## src/rtl/multicycle_control.sv

```systemverilog
// Moore sequencer for the multicycle CPU datapath: walks FETCH/DECODE/EXECUTE/MEM/WB,
// drives datapath enables and mux selects, counts retired instructions, flags illegal opcodes.
module multicycle_control #(
    parameter int CNT_W = 32
) (
    input  logic             clk,
    input  logic             rst_n,
    input  logic [5:0]       opcode,
    input  logic             zero,
    input  logic             mem_ready,
    output logic             mem_req,
    output logic             mem_read,
    output logic             mem_write,
    output logic             iord,
    output logic             ir_write,
    output logic             pc_en,
    output logic [1:0]       pc_source,
    output logic             alu_src_a,
    output logic [1:0]       alu_src_b,
    output logic [1:0]       alu_op,
    output logic             reg_dst,
    output logic             mem_to_reg,
    output logic             reg_write,
    output logic [3:0]       state,
    output logic             illegal_op,
    output logic [CNT_W-1:0] retired
);

    typedef enum logic [3:0] {
        S_RST    = 4'd0,
        S_FETCH  = 4'd1,
        S_DECODE = 4'd2,
        S_MEMADR = 4'd3,
        S_MEMRD  = 4'd4,
        S_MEMWB  = 4'd5,
        S_MEMWR  = 4'd6,
        S_EXEC   = 4'd7,
        S_RWB    = 4'd8,
        S_BRANCH = 4'd9,
        S_JUMP   = 4'd10
    } state_e;

    localparam logic [5:0] OP_RTYPE = 6'b000000;
    localparam logic [5:0] OP_LW    = 6'b100011;
    localparam logic [5:0] OP_LB    = 6'b100000;
    localparam logic [5:0] OP_SW    = 6'b101011;
    localparam logic [5:0] OP_BEQ   = 6'b000100;
    localparam logic [5:0] OP_J     = 6'b000010;

    state_e            state_q, state_d;
    logic              illegal_q, illegal_d;
    logic [CNT_W-1:0]  retired_q, retired_d;
    logic              retire;

    always_ff @(posedge clk) begin
        if (!rst_n) begin
            state_q   <= S_RST;
            illegal_q <= 1'b0;
            retired_q <= '0;
        end else begin
            state_q   <= state_d;
            illegal_q <= illegal_d;
            retired_q <= retired_d;
        end
    end

    always_comb begin
        state_d    = state_q;
        illegal_d  = illegal_q;
        retire     = 1'b0;
        mem_req    = 1'b0;
        mem_read   = 1'b0;
        mem_write  = 1'b0;
        iord       = 1'b0;
        ir_write   = 1'b0;
        pc_en      = 1'b0;
        pc_source  = 2'b00;
        alu_src_a  = 1'b0;
        alu_src_b  = 2'b00;
        alu_op     = 2'b00;
        reg_dst    = 1'b0;
        mem_to_reg = 1'b0;
        reg_write  = 1'b0;

        case (state_q)
            S_RST: state_d = S_FETCH;
            S_FETCH: begin
                mem_req   = 1'b1;
                mem_read  = 1'b1;
                alu_src_b = 2'b01;
                // IR and PC+4 commit in the same cycle the instruction word arrives
                ir_write  = mem_ready;
                pc_en     = mem_ready;
                if (mem_ready) state_d = S_DECODE;
            end
            S_DECODE: begin
                alu_src_b = 2'b11;
                case (opcode)
                    OP_RTYPE:     state_d = S_EXEC;
                    OP_LW, OP_LB,
                    OP_SW:        state_d = S_MEMADR;
                    OP_BEQ:       state_d = S_BRANCH;
                    OP_J:         state_d = S_JUMP;
                    default: begin
                        state_d   = S_FETCH;
                        illegal_d = 1'b1;
                    end
                endcase
            end
            S_MEMADR: begin
                alu_src_a = 1'b1;
                alu_src_b = 2'b10;
                state_d   = (opcode == OP_SW) ? S_MEMWR : S_MEMRD;
            end
            S_MEMRD: begin
                mem_req  = 1'b1;
                mem_read = 1'b1;
                iord     = 1'b1;
                if (mem_ready) state_d = S_MEMWB;
            end
            S_MEMWB: begin
                reg_write  = 1'b1;
                mem_to_reg = 1'b1;
                state_d    = S_FETCH;
                retire     = 1'b1;
            end
            S_MEMWR: begin
                mem_req   = 1'b1;
                mem_write = 1'b1;
                iord      = 1'b1;
                if (mem_ready) begin
                    state_d = S_FETCH;
                    retire  = 1'b1;
                end
            end
            S_EXEC: begin
                alu_src_a = 1'b1;
                alu_op    = 2'b10;
                state_d   = S_RWB;
            end
            S_RWB: begin
                reg_write = 1'b1;
                reg_dst   = 1'b1;
                state_d   = S_FETCH;
                retire    = 1'b1;
            end
            S_BRANCH: begin
                alu_src_a = 1'b1;
                alu_op    = 2'b01;
                pc_source = 2'b01;
                pc_en     = zero;
                state_d   = S_FETCH;
                retire    = 1'b1;
            end
            S_JUMP: begin
                pc_source = 2'b10;
                pc_en     = 1'b1;
                state_d   = S_FETCH;
                retire    = 1'b1;
            end
            default: state_d = S_RST;
        endcase

        retired_d = retired_q;
        if (retire && (retired_q != {CNT_W{1'b1}})) retired_d = retired_q + CNT_W'(1);
    end

    assign state      = state_q;
    assign illegal_op = illegal_q;
    assign retired    = retired_q;

endmodule
```

## config.mk

```make
export PLATFORM = sky130hd
export DESIGN_NAME = multicycle_control
export DESIGN_NICKNAME = d
export VERILOG_FILES = /design/src/rtl/multicycle_control.sv
export SDC_FILE = /design/constraint.sdc
export NUM_CORES = 1
export LEC_CHECK = 0
export CORE_UTILIZATION = 39
export DETAILED_ROUTE_END_ITERATION = 16
export PLACE_DENSITY = 0.68
export SLEW_MARGIN = 20
export SYNTH_ARGS = -nofsm -noshare
export SYNTH_HDL_FRONTEND = slang
export SYNTH_SLANG_ARGS = --single-unit
```

## constraint.sdc

```tcl
create_clock -name clk -period 2.46 [get_ports clk]
set_input_delay 0.369 -clock clk [delete_from_list [all_inputs] [get_ports clk]]
set_output_delay 0.369 -clock clk [all_outputs]
set_load 0.03 [all_outputs]
```

==> metrics.txt <==
Setup Fix Bufs, Post-CTS=0; Final Hold Viols=0; IO Pins=63; Synth Area in Compound Gates=0.1998; simple logic cell fraction of the synthesized area=0.3615; syn avg cell area=7.790 µm²; total CTS buffers=5; Yosys reg bits=37; clock sinks=37; Slew HR=0.6736; WL/cell=13.81 µm; initial DRC count=214; CP peak stage delay=0.59 ns; crit path max fanout=13; Yosys top cell by area=dfxtp_1; CP required=2.09 ns; fin nets=354; post-synthesis mux area share=0.03685; Port Buf Inserts=62; Worst Path Buf+Inv=1; Final ANT Viol Nets=0; Die Width=76.65 µm; CP Class=reg2out; met3 Track Usage GR=0.04048; DR vias/cell=5.669; Leak=0.0009831 µW; GR Layer Usage met1=0.2718; crit-path cells=nand2b_1, nor3_1, or2_2, clkdlybuf4s50_1; share of cells above drive strength 1=0.09593; worst hold path type=reg2reg; Core Area=5238 µm²; latest clock arrival within the worst-skew pair=0.29 ns; Ys Warns=0; gp weighted congestion=0.8320; drt pass-1 iters=4; CP endpoint kind=output pin; first-pass GRT wire length=9798 µm; Fin Setup TNS=0 ns; initial antenna violation count=0; routed vias=2347; Startpoint Class=register; global-route usage over all layers=0.2043; fin crit period=2.294 ns; period utilization=0.9324; syn nets=290; Synth Area in Adders=0.005757; Synth area leaders=dfxtp_1 (34%), nand2_1 (5.4%), or4_1 (5.2%), a21oi_1 (5.1%), o31ai_1 (4.8%); Congestion Overflow GR=0; largest net degree at the start of global routing=31; clock buffer depth=2; RSZ-0062 raised after global routing=no; VDD IR max=0.0002531 V; worst hold slack=0.4717 ns; post-synth top area share=0.3408; count of pins over their slew limit=0; vias in the first global route=2091; Netlist cell types=43; CP Data Arrival Time=1.92 ns; Cell Area, Placed=2905 µm²; Routed WL=5718 µm; CTS tree=built; critical path depth in cells=4; antenna cells=0; delay-heaviest family, CP=buffers and inverters; FF-to-FF setup slack=0.30 ns; Max Cap Viol=0; H-tree depth=2; count of final setup violators=0; worst slew pin tran=0.4884 ns; Fmax=436.0 MHz; post-DP HPWL=4103 µm; xor/xnor share of the synthesized area=0.008060; Mapped Cells=279; Final Cell Area=3009 µm²; DRC=0; Reg clk slew, reported paths=0.07 ns; grt peak-use layer=met2; Hold Path Depth=1; critical path's slowest cell=clkdlybuf4s50_1; status=finished clean; sequential area share after synthesis=0.3408; Initial Util=0.4150; root buf cell=clkbuf_8; Area Overhead vs Synth=38.46%; met2 Resource Use GR=0.3261; row cnt=26; total power density per cell area=404.1 nW/µm²; post-synthesis cell area=2173 µm²; largest family of logic cells by synthesized area=simple AND/OR/NAND/NOR gates; skew final=0.01008 ns; Die H=76.65 µm; die area=5875 µm²; worst reg-to-reg path cell count=5
[per-layer routing]
metal	wire length, µm	vias to the layer above	share of wire
li1	-	1179	-
met1	2731	1080	0.48
met2	2536	79	0.44
met3	356	9	0.062
met4	93	0	0.016
met5	0	-	0
[state kept, by name, summed over array words and instances, names as in the netlist]
signal and cells:
illegal_op 1, retired 32, state 4
[cells in the mapped netlist]
library cell  number
or4_1             15
xnor2_1            2
o221a_2            1
a211oi_1           3
nor4_4             1
and3_1             8
nand4_1            9
nor2b_1            2
nor2_1            15
o21ai_1            2
o2111ai_1          1
nor4b_1            1
nor3b_1            1
buf_4              1
or3_1              8
o31ai_1           14
dfxtp_1           37
and4_1             3
a31oi_1            1
nor4_1             8
o21a_1             2
a211oi_4           1
o21ai_0           14
o211ai_1           1
ha_1               1
or4b_2             1
inv_1              8
buf_2              4
o41ai_1            1
nand2b_1          10
nand2_1           31
o211ai_2           1
nor3_1             8
nor4b_2            1
mux2i_1            8
a221oi_1           1
clkbuf_1          12
or2_2              2
a21oi_1           22
a211o_1            1
nand3_1           13
a22o_1             1
and2_1             2
[cells by family after synthesis]
group | after synthesis
flops | 37
mux | 8
simple gates | 139
xor+xnor | 2
buf+inv | 25
compound gates | 67
fa+ha+maj | 1
[worst paths after layout]
kind | from | to
setup / recovery | state[1] | reg_write
setup reg to reg | retired[20] | retired[24]
hold reg to reg | illegal_op | illegal_op
hold / removal | illegal_op | illegal_op
[metrics by stage]
stage / setup WS [ns] / power (µW) / utilization / cells
global placement: 0.03854 / 776.0 / 0.5547 / 406
CTS: 0.05250 / 1231 / 0.5733 / 414
finish: 0.1663 / 1216 / 0.5745 / 414
floorplan: 0.1079 / 709.8 / - / 279
global route: 0.05007 / 1265 / 0.5745 / 414
detailed placement: 0.01475 / 776.2 / 0.5547 / 406
[power breakdown]
| group | internal (µW) | switching (µW) |
|---|---|---|
| Sequential | 603 | 9.77 |
| Combinational | 64.7 | 84.5 |
| Clock | 227 | 227 |
| Total | 895 | 321 |
[area by class of cell]
cell class / count / area, µm²
Fill cell: 498 / 2228
Multi-Input combinational cell: 217 / 1339
Sequential cell: 37 / 744.5
Timing Repair Buffer: 74 / 711.9
Tap cell: 70 / 87.58
Clock buffer: 6 / 82.58
Inverter: 8 / 30.03
Clock inverter: 2 / 13.76
[worst reg2reg max path, cell delays in order (launching register included)]
cell      delay (ns)
dfxtp_1         0.46
nand4_1         0.25
or4_1           0.71
o211ai_2        0.39
or4_1           0.18
a21oi_1         0.06
[cell usage in the layout (no fill, tap or decap), types with 2 or more instances in the layout]
cell             Yosys  final
clkdlybuf4s50_1      0     60
dfxtp_1             37     34
nand2_1             31     31
a21oi_1             22     22
nor2_1              15     15
or4_1               15     15
o21ai_0             14     14
o31ai_1             14     14
nand3_1             13     13
buf_4                1     12
nand2b_1            10     10
nand4_1              9      9
nor3_1               8      8
and3_1               8      8
inv_1                8      8
nor4_1               8      8
or3_1                8      8
mux2i_1              8      8
clkbuf_8             0      6
a211oi_1             3      3
and4_1               3      3
dfxtp_2              0      3
and2_1               2      2
xnor2_1              2      2
nor4b_2              1      2
or2_2                2      2
o21ai_1              2      2
o21a_1               2      2
[what timing repair did]
item,in CTS,in global routing
cloned,0,0
hold buffers,0,0
setup endpoints to repair,3,3
gates resized for setup,3,3
(Power assumes the default switching activity.)
